--- config.mk ---
export PLATFORM = sky130hd
export DESIGN_NAME = pipe_skid_stage
export DESIGN_NICKNAME = d
export VERILOG_FILES = /design/src/rtl/pipe_skid_stage_pkg.sv /design/src/rtl/pipe_skid_stage_entry_reg.sv /design/src/rtl/pipe_skid_stage.sv
export SDC_FILE = /design/constraint.sdc
export NUM_CORES = 1
export LEC_CHECK = 0
export ABC_AREA = 0
export ABC_CLOCK_PERIOD_IN_PS = 12580
export BUFFER_PORTS_ARGS = -buffer_cell sky130_fd_sc_hd__buf_2
export CAP_MARGIN = 30
export CORE_MARGIN = 1.5
export CORE_UTILIZATION = 40
export CTS_CLUSTER_SIZE = 24
export DETAILED_ROUTE_END_ITERATION = 7
export SLEW_MARGIN = 40
export SYNTH_ARGS = -nofsm -noshare
export SYNTH_HDL_FRONTEND = slang
export SYNTH_SLANG_ARGS = --single-unit
--- constraint.sdc ---
create_clock -name clk -period 12.58 [get_ports clk]
set_input_delay 1.887 -clock clk [delete_from_list [all_inputs] [get_ports clk]]
set_output_delay 1.887 -clock clk [all_outputs]
set_load 0.005 [all_outputs]
--- src/rtl/pipe_skid_stage_pkg.sv ---
// rtl/pipe_skid_stage_pkg.sv - shared pipeline types and constants for the skid stage
package pipe_skid_stage_pkg;

  typedef enum logic [1:0] {
    OCC_EMPTY = 2'd0,
    OCC_ONE   = 2'd1,
    OCC_TWO   = 2'd2
  } occ_state_e;

  localparam int unsigned BUBBLE_W = 16;

  // Saturating increment: sticks at all-ones instead of wrapping.
  function automatic logic [BUBBLE_W-1:0] sat_inc(input logic [BUBBLE_W-1:0] v);
    return (&v) ? v : v + {{(BUBBLE_W-1){1'b0}}, 1'b1};
  endfunction

endpackage

--- src/rtl/pipe_skid_stage_entry_reg.sv ---
// rtl/pipe_skid_stage_entry_reg.sv - one {pc, data} holding register with load and payload clear
module pipe_entry_reg
  import pipe_skid_stage_pkg::*;
#(
  parameter int PC_W   = 32,
  parameter int DATA_W = 32
) (
  input  logic              clk,
  input  logic              rst,
  input  logic              load_i,
  input  logic              clr_payload_i,
  input  logic [PC_W-1:0]   pc_i,
  input  logic [DATA_W-1:0] data_i,
  output logic [PC_W-1:0]   pc_o,
  output logic [DATA_W-1:0] data_o
);

  logic [PC_W-1:0]   pc_q;
  logic [DATA_W-1:0] data_q;

  // Clearing touches only the payload; the PC is kept for debug visibility.
  always_ff @(posedge clk or posedge rst) begin
    if (rst) begin
      pc_q   <= '0;
      data_q <= '0;
    end else if (clr_payload_i) begin
      data_q <= '0;
    end else if (load_i) begin
      pc_q   <= pc_i;
      data_q <= data_i;
    end
  end

  assign pc_o   = pc_q;
  assign data_o = data_q;

endmodule

--- src/rtl/pipe_skid_stage.sv ---
// rtl/pipe_skid_stage.sv - two-entry skid pipeline stage with freeze, flush and bubble counter
module pipe_skid_stage
  import pipe_skid_stage_pkg::*;
#(
  parameter int DATA_W     = 32,
  parameter int PC_W       = 32,
  parameter int N_FRZ      = 2,
  parameter int FLUSH_ZERO = 1
) (
  input  logic                clk,
  input  logic                rst,
  input  logic [N_FRZ-1:0]    freeze,
  input  logic                flush,
  input  logic                in_valid,
  output logic                in_ready,
  input  logic [PC_W-1:0]     in_pc,
  input  logic [DATA_W-1:0]   in_data,
  output logic                out_valid,
  input  logic                out_ready,
  output logic [PC_W-1:0]     out_pc,
  output logic [DATA_W-1:0]   out_data,
  output logic [BUBBLE_W-1:0] bubble_cnt
);

  occ_state_e state_q, state_d;

  logic frz, in_fire, out_fire;
  logic main_load, skid_load, main_from_skid, clr_payload;

  logic [PC_W-1:0]     main_pc, skid_pc, main_pc_in;
  logic [DATA_W-1:0]   main_data, skid_data, main_data_in;
  logic [BUBBLE_W-1:0] bubble_q;

  assign frz         = |freeze;
  assign in_ready    = (state_q != OCC_TWO) & ~frz & ~flush;
  assign out_valid   = (state_q != OCC_EMPTY);
  assign in_fire     = in_valid & in_ready;
  assign out_fire    = out_valid & out_ready & ~frz;
  assign clr_payload = flush & (FLUSH_ZERO != 0);

  always_ff @(posedge clk or posedge rst) begin
    if (rst) begin
      state_q <= OCC_EMPTY;
    end else begin
      state_q <= state_d;
    end
  end

  always_comb begin
    state_d        = state_q;
    main_load      = 1'b0;
    skid_load      = 1'b0;
    main_from_skid = 1'b0;
    if (flush) begin
      state_d = OCC_EMPTY;
    end else if (!frz) begin
      case (state_q)
        OCC_EMPTY: begin
          if (in_fire) begin
            main_load = 1'b1;
            state_d   = OCC_ONE;
          end
        end
        OCC_ONE: begin
          if (in_fire && out_fire) begin
            main_load = 1'b1;
          end else if (in_fire) begin
            skid_load = 1'b1;
            state_d   = OCC_TWO;
          end else if (out_fire) begin
            state_d = OCC_EMPTY;
          end
        end
        OCC_TWO: begin
          // Upstream is blocked here, so only a drain can happen.
          if (out_fire) begin
            main_load      = 1'b1;
            main_from_skid = 1'b1;
            state_d        = OCC_ONE;
          end
        end
        default: state_d = OCC_EMPTY;
      endcase
    end
  end

  assign main_pc_in   = main_from_skid ? skid_pc : in_pc;
  assign main_data_in = main_from_skid ? skid_data : in_data;

  pipe_entry_reg #(.PC_W(PC_W), .DATA_W(DATA_W)) u_main (
    .clk           (clk),
    .rst           (rst),
    .load_i        (main_load),
    .clr_payload_i (clr_payload),
    .pc_i          (main_pc_in),
    .data_i        (main_data_in),
    .pc_o          (main_pc),
    .data_o        (main_data)
  );

  pipe_entry_reg #(.PC_W(PC_W), .DATA_W(DATA_W)) u_skid (
    .clk           (clk),
    .rst           (rst),
    .load_i        (skid_load),
    .clr_payload_i (clr_payload),
    .pc_i          (in_pc),
    .data_i        (in_data),
    .pc_o          (skid_pc),
    .data_o        (skid_data)
  );

  // Counts empty cycles even while frozen or flushing.
  always_ff @(posedge clk or posedge rst) begin
    if (rst) begin
      bubble_q <= '0;
    end else if (!out_valid) begin
      bubble_q <= sat_inc(bubble_q);
    end
  end

  assign out_pc     = main_pc;
  assign out_data   = main_data;
  assign bubble_cnt = bubble_q;

endmodule

==> out/metrics.yaml, run 1 <==
critical_path:
  crit_type: "input port to output pin"
  timing.reg2reg.worst_path_depth: 5
  critical_path.endpoint_type: "output pin"
  critPathMaxFanout: 36
  rr_endpoint: "u_main.pc_o[25]"
  worst_r2r_startpoint: "state_q[0]"
  critical_path_arrival_ns: 2.88
  critical_path_required_ns: 10.69
  worst_setup_path_start_kind: "input port"
  r2r_setup_slack_ns: 10.32
timing:
  final.setup.tns_ns: 0
  achievable-frequency_ghz: 0.210
  timing.final.setup_violations: 0
  setup_ws_ns: 7.82
  layout_worst_path_cycle_share: 0.379
  report.final.hold_viol_count: 0
  tightestPinTransition_ns: 0.827
  period_minus_slack_ns: 4.76
  final.setup_skew_ns: 0.00659
  finalMaxSlewViolations: 0
  rsz0062_at_grt: "false"
  slew_headroom: 0.449
clocking:
  tritoncts.num_buffers: 17
  worstSkewPairLatency_ns: 0.41
  post_cts_buffers: 0
  cts-root-to-sink-buffers: 2
  cts_root_buffer: "sky130_fd_sc_hd__clkbuf_16"
  h_tree_levels: 4
  hold_buffers: 0
  ctsResizeCount: 0
  cts_sinks: 146
  tritoncts_clock_tree: "built"
  clk_transition_reported_paths_ns: 0.05
placed_design:
  dp_slack_ns: 7.81
  instance_area_after_placement_mm2: 0.00753
  gpl.final_weighted_congestion: 0.778
  hpwl_mm: 9.63
  port-buffer-count: 152
global_route:
  globalRoute.totalOverflow: 0
  grt_max_degree: 75
  grt_pass1_vias: 5046
  grt_antenna_before_repair: 1
  groute.usage.overall: 0.180
  grt_first_pass_wirelength_mm: 25.4
pwr:
  power.clock.fraction: 0.408
  p_int_w: 0.000900
  share_comb_of_total_power: 0.127
  total_switching_power_w: 0.000298
  sequentialPowerShare: 0.464
  power_density_mw_per_mm2: 148
  switching_share: 0.249
  power_w: 0.00120
  power.static_leakage_nw: 4.11
  irDropWorstVdd_mv: 0.0977
route:
  via_count: 4793
  postRouteAntennaNets: 0
  drc: 0
  routed_via_density: 5.04
  drt_pre_antenna_iters: 4
  totalWireLength_mm: 15.1
  detail_route.iter0.violations: 258
  drt-wirelength-per-cell_um: 15.9
worst_hold_path:
  hold_path.startpoint: "u_skid.pc_o[10]"
  min_path_type: "flip-flop to flip-flop"
  hold-path-cell-count: 2
  worstHoldEndpoint: "u_skid.pc_o[10]"
outcome:
  outcome: "complete, no violations"
die:
  fp.coreArea_mm2: 0.0161
  initial_utilization: 0.415
  fp.dieArea_mm2: 0.0174
  die_h_um: 132
  die_w_um: 132
  pin_count: 153
  num_rows: 46
flow_run:
  maxCapViolCount: 0
cells_and_area:
  final_core_util: 0.505
  drive_above_1_share: 0.355
  layout_common_cells: "sky130_fd_sc_hd__nand2_1, sky130_fd_sc_hd__buf_2, sky130_fd_sc_hd__dfrtp_1"
  final-seq-area_mm2: 0.00365
  syn_to_final_growth_pct: 21.7
  fin_nets: 794
  fillCellCount: 1510
  layout_commonest_cell: "sky130_fd_sc_hd__nand2_1"
  postLayoutCellArea_mm2: 0.00811
  insertedDiodeCount: 0
  multi_input_comb_area_mm2: 0.00278
logic_synthesis:
  synth.yosys.seq_area_share: 0.549
  postSynthRegisterBits: 146
  synth_enable_flop_cells: 0
  ys_warn_count: 0
  syn-instance-count: 577
  number_of_nets_produced_by_synthesis: 649
  number_of_distinct_library_cells_after_synthesis: 41
  syn_area_per_cell_um2: 11.5
  synth-main-ff-cell: "sky130_fd_sc_hd__dfrtp_1"
  synth_area_mm2: 0.00666
  synthArstFlopShare: 1.00
## cell families (layout without fill, tap and decap cells)
logic type	after synthesis	after routing	synth area share
AOI/OAI and AO/OA	45	45	0.0541
muxes	98	98	0.174
xor gates and xnor gates	11	11	0.0145
buffers and inverters	35	193	0.0353
adders and majority gates	1	1	0.00188
and+or+nand+nor	241	241	0.172
DFF	146	146	0.549
## power by group through the flow
stage               sequential (W)  clock (W)  combinational, W
floorplan                 0.000560          0         0.0000780
global placement          0.000563          0          0.000150
detailed placement        0.000564          0          0.000155
CTS                       0.000557   0.000501          0.000156
global route              0.000563   0.000521          0.000171
finish                    0.000557   0.000489          0.000153
## cells in the mapped netlist, drive strengths merged (2+ instances only)
cell | count | area share
and3 | 2 | 0.0019
mux2i | 32 | 0.048
buf | 20 | 0.027
and2 | 2 | 0.0019
xnor2 | 2 | 0.0026
nor2b | 2 | 0.0030
a22oi | 2 | 0.0023
dfrtp | 146 | 0.55
o2bb2ai | 32 | 0.042
nand4 | 7 | 0.0066
o21ai | 5 | 0.0038
nand2 | 166 | 0.094
nor3 | 6 | 0.0062
nor2 | 7 | 0.0039
a21oi | 2 | 0.0015
nor4 | 5 | 0.0066
nand3b | 33 | 0.037
nand3 | 6 | 0.0045
mux2 | 66 | 0.13
xor2 | 9 | 0.012
inv | 3 | 0.0017
clkbuf | 12 | 0.0068
## worst max-delay path by stage
stage | startpoint | endpoint | slack [ns] | cells after the start
final | flush | in_ready | 7.82 | 4
after global routing | flush | in_ready | 7.74 | 4
after CTS | flush | in_ready | 7.80 | 4
after detailed placement | flush | in_ready | 7.81 | 4
after global placement | flush | in_ready | 7.82 | 4
after floorplan | rst | bubble_cnt[0] | 6.77 | 1
## per-layer routing
| metal | global-route usage | up-vias | share of wire | wire [um] |
|---|---|---|---|---|
| met5 | 0 | - | 0.00080 | 12 |
| met4 | 0.0580 | 2 | 0.011 | 165 |
| met3 | 0.0411 | 14 | 0.047 | 708 |
| met2 | 0.294 | 128 | 0.47 | 7140 |
| met1 | 0.239 | 2376 | 0.47 | 7050 |
| li1 | - | 2273 | - | - |
## registers in the layout (all words and copies together) (netlist names)
name	flops
u_skid.pc_o	32
u_skid.data_o	32
u_main.data_o	32
u_main.pc_o	32
state_q	2
bubble_cnt	16
## metrics by stage
stage | cells | hold WS, ns
5_1_grt | 951 | 0.501
4_1_cts | 951 | 0.477
6_report | 951 | 0.473
3_3_place_gp | 919 | 0.453
3_5_place_dp | 919 | 0.463
2_1_floorplan | 577 | 0.440
## critical path: stages
cell,delay (ns)
sky130_fd_sc_hd__buf_2,0.29
sky130_fd_sc_hd__nor3_4,0.35
sky130_fd_sc_hd__a21boi_0,0.20
sky130_fd_sc_hd__buf_2,0.14
## area by class of cell
cell class	count	share of cell area
sequential	146	0.451
multi-input combinational	396	0.343
timing repair buffer	158	0.100
clock buffer	22	0.0573
tap	216	0.0333
clock inverter	10	0.0134
inverter	3	0.00201
(Power assumes the default switching activity.)
==> run 2, diff against run 1 <==
- ABC_CLOCK_PERIOD_IN_PS: 12580 -> 4300
- clock period: 12.58 -> 4.3 ns (I/O delays scaled with it)
==> run 2 against run 1 <==
  * Clock power grew to 3.1 times the previous value
  * Largest cell class unchanged
  * Critical path depth is 1 higher
  * Clock skew rose by 0.0038 ns
  * Utilization increased by 0.64 points
  * Worst setup slack worse by 5.9 ns
  * Critical path type is now flip-flop to flip-flop
  * Total power grew to 3.0 times the previous value
==> out/metrics.yaml, run 2 (synthesized netlist as in run 1, its figures left out) <==
outcome:
  outcome: "complete, no violations"
critical_path:
  critical_path_required_ns: 4.65  # -6.04 ns
  critical_path.endpoint_type: "flip-flop"
  crit_type: "flip-flop to flip-flop"
  worst_setup_path_start_kind: "flip-flop"
  crit_path_start: "state_q[1]"
  worst_r2r_startpoint: "state_q[1]"
  critPathMaxFanout: 35  # -2.8%
  critical_path_arrival_ns: 2.76  # -0.12 ns
route:
  drt_pre_antenna_iters: 4  # unchanged
  routed_via_density: 5.03  # -0.19%
  via_count: 4814  # +0.44%
  drt-wirelength-per-cell_um: 16.1  # +1.6%
  drc: 0  # unchanged
  detail_route.iter0.violations: 242  # -6.2%
  totalWireLength_mm: 15.4  # +2.2%
  postRouteAntennaNets: 0  # unchanged
placed_design:
  gpl.final_weighted_congestion: 0.845  # +8.7%
  hpwl_mm: 10.4  # +8.2%
  port-buffer-count: 152  # unchanged
  instance_area_after_placement_mm2: 0.00761  # +0.98%
clocking:
  cts_root_buffer: "sky130_fd_sc_hd__clkbuf_16"
  post_cts_buffers: 0  # unchanged
  ctsResizeCount: 0  # unchanged
  hold_buffers: 0  # unchanged
  h_tree_levels: 4  # unchanged
  tritoncts_clock_tree: "built"
  cts_sinks: 146  # unchanged
  clk_transition_reported_paths_ns: 0.06  # about the same
  worstSkewPairLatency_ns: 0.41  # about the same
  cts-root-to-sink-buffers: 2  # unchanged
  tritoncts.num_buffers: 17  # unchanged
global_route:
  grt_antenna_before_repair: 2  # +1
  grt_first_pass_wirelength_mm: 25.9  # +2.2%
  grt_max_degree: 75  # unchanged
  globalRoute.totalOverflow: 0  # unchanged
  grt_pass1_vias: 4966  # -1.6%
  groute.usage.overall: 0.187  # +0.00662
pwr:
  irDropWorstVdd_mv: 0.274  # +180%
  power_density_mw_per_mm2: 435  # +190%
  power.static_leakage_nw: 4.16  # +1.2%
  power_w: 0.00357  # +200%
cells_and_area:
  layout_commonest_cell: "sky130_fd_sc_hd__nand2_1"
  postLayoutCellArea_mm2: 0.00821  # +1.3%
  final_core_util: 0.511  # +0.00639
  layout_common_cells: "sky130_fd_sc_hd__nand2_1, sky130_fd_sc_hd__buf_2, sky130_fd_sc_hd__dfrtp_1"
  fin_nets: 799  # +0.63%
  drive_above_1_share: 0.364  # +0.00841
  syn_to_final_growth_pct: 23.2
timing:
  final.setup_skew_ns: 0.0104  # +0.00377 ns
  layout_worst_path_cycle_share: 0.561
  finalMaxSlewViolations: 0  # unchanged
  report.final.hold_viol_count: 0  # unchanged
  fin_hold_ws_ns: 0.294  # -0.179 ns
  slew_headroom: 0.507  # +0.0581
  final.setup.tns_ns: 0  # unchanged
  period_minus_slack_ns: 2.41
  timing.final.setup_violations: 0  # unchanged
  tightestPinTransition_ns: 0.740  # -0.0872 ns
  achievable-frequency_ghz: 0.414
  rsz0062_at_grt: "false"
die:
  initial_utilization: 0.415  # unchanged
  pin_count: 153  # unchanged
  die_h_um: 132  # unchanged
  fp.coreArea_mm2: 0.0161  # unchanged
  fp.dieArea_mm2: 0.0174  # unchanged
  die_w_um: 132  # unchanged
  num_rows: 46  # unchanged
worst_hold_path:
  min_path_type: "input port to async pin"
flow_run:
  maxCapViolCount: 0  # unchanged
[run 2: changes by cell type in the layout (fill, tap and decap cells not counted), sizes merged]
cell,before,now
diode,0,1
buf,158,163
bufinv,2,3
inv,3,4
clkbuf,22,18
clkinvlp,2,4
[run 2: final timing paths]
| path | end | slack [ns] | depth (start not counted) |
|---|---|---|---|
| worst max-delay path | u_skid.data_o[20] | 1.89 | 5 |
| worst min register to register | u_skid.pc_o[6] | 0.47 | 2 |
| worst max register to register | u_skid.data_o[20] | 1.89 | 5 |
| worst min-delay path | u_skid.data_o[23] | 0.29 | 3 |
| min in group clk | u_skid.pc_o[2] | 0.44 | 3 |
| max in group asynchronous | u_main.data_o[3] | 3.21 | 5 |
[run 2: worst max-delay path: stages, from the launching register on]
cell	delay, ns
sky130_fd_sc_hd__dfrtp_1	0.45
sky130_fd_sc_hd__nor4bb_1	0.52
sky130_fd_sc_hd__and2_2	0.74
sky130_fd_sc_hd__buf_4	0.44
sky130_fd_sc_hd__nand2_1	0.11
sky130_fd_sc_hd__nand2_1	0.08
[run 2: layout make-up]
type / count / area [um^2]
diodes: 1 / 2.50
clock buffers: 18 / 439
clock inverters: 14 / 160
fillers: 1452 / 7850
inverters: 3 / 15.0
multi-input cells: 396 / 2780
flip-flops and latches: 146 / 3650
well taps: 216 / 270
repair buffers: 163 / 888
[run 2: where the power goes]
group	internal (W)	switching [W]	total, W
registers	0.00152	0.000107	0.00162
clock network	0.000924	0.000573	0.00150
logic	0.000243	0.000211	0.000454
[run 2: layer usage]
metal	up-vias	routed length, um	GRT usage
li1	2292	-	-
met1	2375	7060	0.252
met2	126	7160	0.294
met3	19	963	0.0465
met4	2	215	0.0642
met5	-	12	0
[run 2: per-stage QoR]
stage                     instances  worst slack [ns]
after floorplan                 577              1.82
after global placement          922              1.64
after detailed placement        924              1.57
after CTS                       956              1.86
after global routing            956              1.65
final                           957              1.89
==> run 3, diff against run 2 <==
- ABC_CLOCK_PERIOD_IN_PS: 4300 -> 2000
- clock period: 4.3 -> 2 ns (I/O delays scaled with it)
==> run 3 against run 2 <==
  * Critical path depth is 2 lower
  * Sequential share of layout area down 0.47 points
  * Non-clock buffer count is 8 higher
  * Worst hold slack worse by 0.21 ns
  * Total power rose by 110%
  * Utilization increased by 0.55 points
  * First-iteration DRC count rose by 15%
  * Flip-flop and latch count unchanged
  * Die area unchanged
  * Critical endpoint is now out_valid
  * Highest routed layer unchanged
==> out/metrics.yaml, run 3 (synthesized netlist as in run 1, its figures left out) <==
clocking:
  worstSkewPairLatency_ns: 0.43  # +0.02 ns
  clk_transition_reported_paths_ns: 0.06  # about the same
  cts_root_buffer: "sky130_fd_sc_hd__clkbuf_16"
  tritoncts.num_buffers: 17  # unchanged
  cts_sinks: 146  # unchanged
  tritoncts_clock_tree: "built"
  ctsResizeCount: 0  # unchanged
  cts-root-to-sink-buffers: 2  # unchanged
  h_tree_levels: 4  # unchanged
route:
  detail_route.iter0.violations: 278  # +15%
  via_count: 4895  # +1.7%
  drc: 0  # unchanged
  drt-wirelength-per-cell_um: 16.4  # +1.8%
  routed_via_density: 5.08  # +0.94%
  totalWireLength_mm: 15.8  # +2.5%
  postRouteAntennaNets: 0  # unchanged
  drt_pre_antenna_iters: 4  # unchanged
pwr:
  share_comb_of_total_power: 0.130  # +0.003
  power.static_leakage_nw: 4.20  # +0.82%
  power.clock.fraction: 0.414  # -0.005
  power_density_mw_per_mm2: 922  # +110%
  p_int_w: 0.00573  # +110%
  sequentialPowerShare: 0.456  # +0.002
  total_switching_power_w: 0.00193  # +120%
  switching_share: 0.252  # +0.00260
  irDropWorstVdd_mv: 0.581  # +110%
die:
  pin_count: 153  # unchanged
  fp.coreArea_mm2: 0.0161  # unchanged
  die_h_um: 132  # unchanged
  fp.dieArea_mm2: 0.0174  # unchanged
  initial_utilization: 0.415  # unchanged
  num_rows: 46  # unchanged
  die_w_um: 132  # unchanged
cells_and_area:
  fin_nets: 807  # +1.0%
  insertedDiodeCount: 0  # -1
  layoutNonFillerInstCount: 964  # +0.73%
  fillCellCount: 1408  # -3.0%
  drive_above_1_share: 0.369  # +0.00547
  postLayoutCellArea_mm2: 0.00830  # +1.1%
  syn_to_final_growth_pct: 24.6
  final_core_util: 0.517  # +0.00545
  layout_common_cells: "sky130_fd_sc_hd__nand2_1, sky130_fd_sc_hd__buf_2, sky130_fd_sc_hd__dfrtp_1"
  layout_commonest_cell: "sky130_fd_sc_hd__nand2_1"
placed_design:
  instance_area_after_placement_mm2: 0.00769  # +1.1%
  hpwl_mm: 10.3  # -1.3%
  port-buffer-count: 152  # unchanged
  dp_slack_ns: 0.146  # -1.42 ns
  gpl.final_weighted_congestion: 0.840  # -0.53%
  placed_cells_incl_taps: 931  # +0.76%
critical_path:
  critPathMaxFanout: 7  # -80%
  worst_setup_path_start_kind: "flip-flop"
  cp_slowest_stage_delay_ns: 0.44  # -0.30 ns
  critical_path_required_ns: 1.70  # -2.95 ns
  crit_type: "flip-flop to output pin"
  worst_path_dominant_cell_family: "flip-flops"
  critical_path_buf_inv_count: 2  # +1
  critical-path-slowest-cell: "sky130_fd_sc_hd__dfrtp_1"
  critical_path_arrival_ns: 1.52  # -1.24 ns
  worstPathCellList: "nor2_1 > inv_1 > buf_2"
  critical_path.endpoint_type: "output pin"
global_route:
  groute.usage.overall: 0.190  # +0.00329
  grt_antenna_before_repair: 1  # -1
  grt_first_pass_wirelength_mm: 26.2  # +1.2%
  globalRoute.totalOverflow: 0  # unchanged
  grt_max_degree: 65  # -13%
  grt_pass1_vias: 5062  # +1.9%
timing:
  finalMaxSlewViolations: 0  # unchanged
  setup_ws_ns: 0.178  # -1.71 ns
  achievable-frequency_ghz: 0.549
  layout_worst_path_cycle_share: 0.911
  report.final.hold_viol_count: 0  # unchanged
  period_minus_slack_ns: 1.82
  slew_headroom: 0.649  # +0.142
  tightestPinTransition_ns: 0.520  # -0.220 ns
  final.setup_skew_ns: 0.0202  # +0.00989 ns
  rsz0062_at_grt: "false"
  timing.final.setup_violations: 0  # unchanged
  fin_hold_ws_ns: 0.0800  # -0.214 ns
flow_run:
  maxCapViolCount: 0  # unchanged
outcome:
  outcome: "complete, no violations"
worst_hold_path:
  min_path_type: "input port to flip-flop"
## run 3: worst reg2reg max path, stage by stage (launching register included)
cell	delay [ns]
sky130_fd_sc_hd__dfrtp_1	0.42
sky130_fd_sc_hd__nand3b_1	0.24
sky130_fd_sc_hd__nor2b_4	0.18
sky130_fd_sc_hd__buf_4	0.26
sky130_fd_sc_hd__buf_12	0.26
sky130_fd_sc_hd__mux2i_1	0.25
sky130_fd_sc_hd__o2bb2ai_1	0.08
## run 3: final timing paths
path	slack [ns]	startpoint	cells past startpoint	to
worst max-delay path	0.18	state_q[1]	3	out_valid
worst min-delay path	0.08	in_pc[30]	3	u_skid.pc_o[30]
worst max register to register	0.18	state_q[0]	6	u_main.data_o[9]
worst min register to register	0.47	u_skid.pc_o[7]	2	u_skid.pc_o[7]
max in group asynchronous	0.89	rst	4	u_main.data_o[15]
min in group asynchronous	0.43	rst	3	u_main.data_o[24]
## run 3: area by class of cell
| cell class | count | area, um^2 | share of cell area |
|---|---|---|---|
| multi-input cells | 396 | 2780 | 0.335 |
| clock inverters | 12 | 130 | 0.0157 |
| inverters | 3 | 15.0 | 0.00181 |
| repair buffers | 171 | 981 | 0.118 |
| well taps | 216 | 270 | 0.0326 |
| clock buffers | 20 | 467 | 0.0563 |
| flip-flops and latches | 146 | 3650 | 0.440 |
## run 3: power by group through the flow
| stage | sequential (W) | clock [W] | combinational (W) |
|---|---|---|---|
| finish | 0.00349 | 0.00317 | 0.000997 |
| global route | 0.00354 | 0.00338 | 0.00111 |
| CTS | 0.00349 | 0.00325 | 0.00102 |
| detailed placement | 0.00354 | 0 | 0.00101 |
| global placement | 0.00353 | 0 | 0.000976 |
| floorplan | 0.00352 | 0 | 0.000491 |
## run 3: per-layer routing
| layer | vias to the layer above | track usage | routed length, um |
|---|---|---|---|
| li1 | 2313 | - | - |
| met1 | 2440 | 0.247 | 7060 |
| met2 | 130 | 0.303 | 7760 |
| met3 | 10 | 0.0592 | 831 |
| met4 | 2 | 0.0636 | 140 |
| met5 | - | 0 | 12 |
## run 3: through the flow
step / power, W / setup TNS, ns
after detailed placement: 0.00455 / 0
after CTS: 0.00775 / 0
after global routing: 0.00804 / 0
after floorplan: 0.00402 / -19.42
final: 0.00765 / 0
after global placement: 0.00450 / 0
## run 3: repair_timing
item                      CTS  global route
hold buffers                1             0
hold endpoints to repair   13             0
setup buffers               0             0
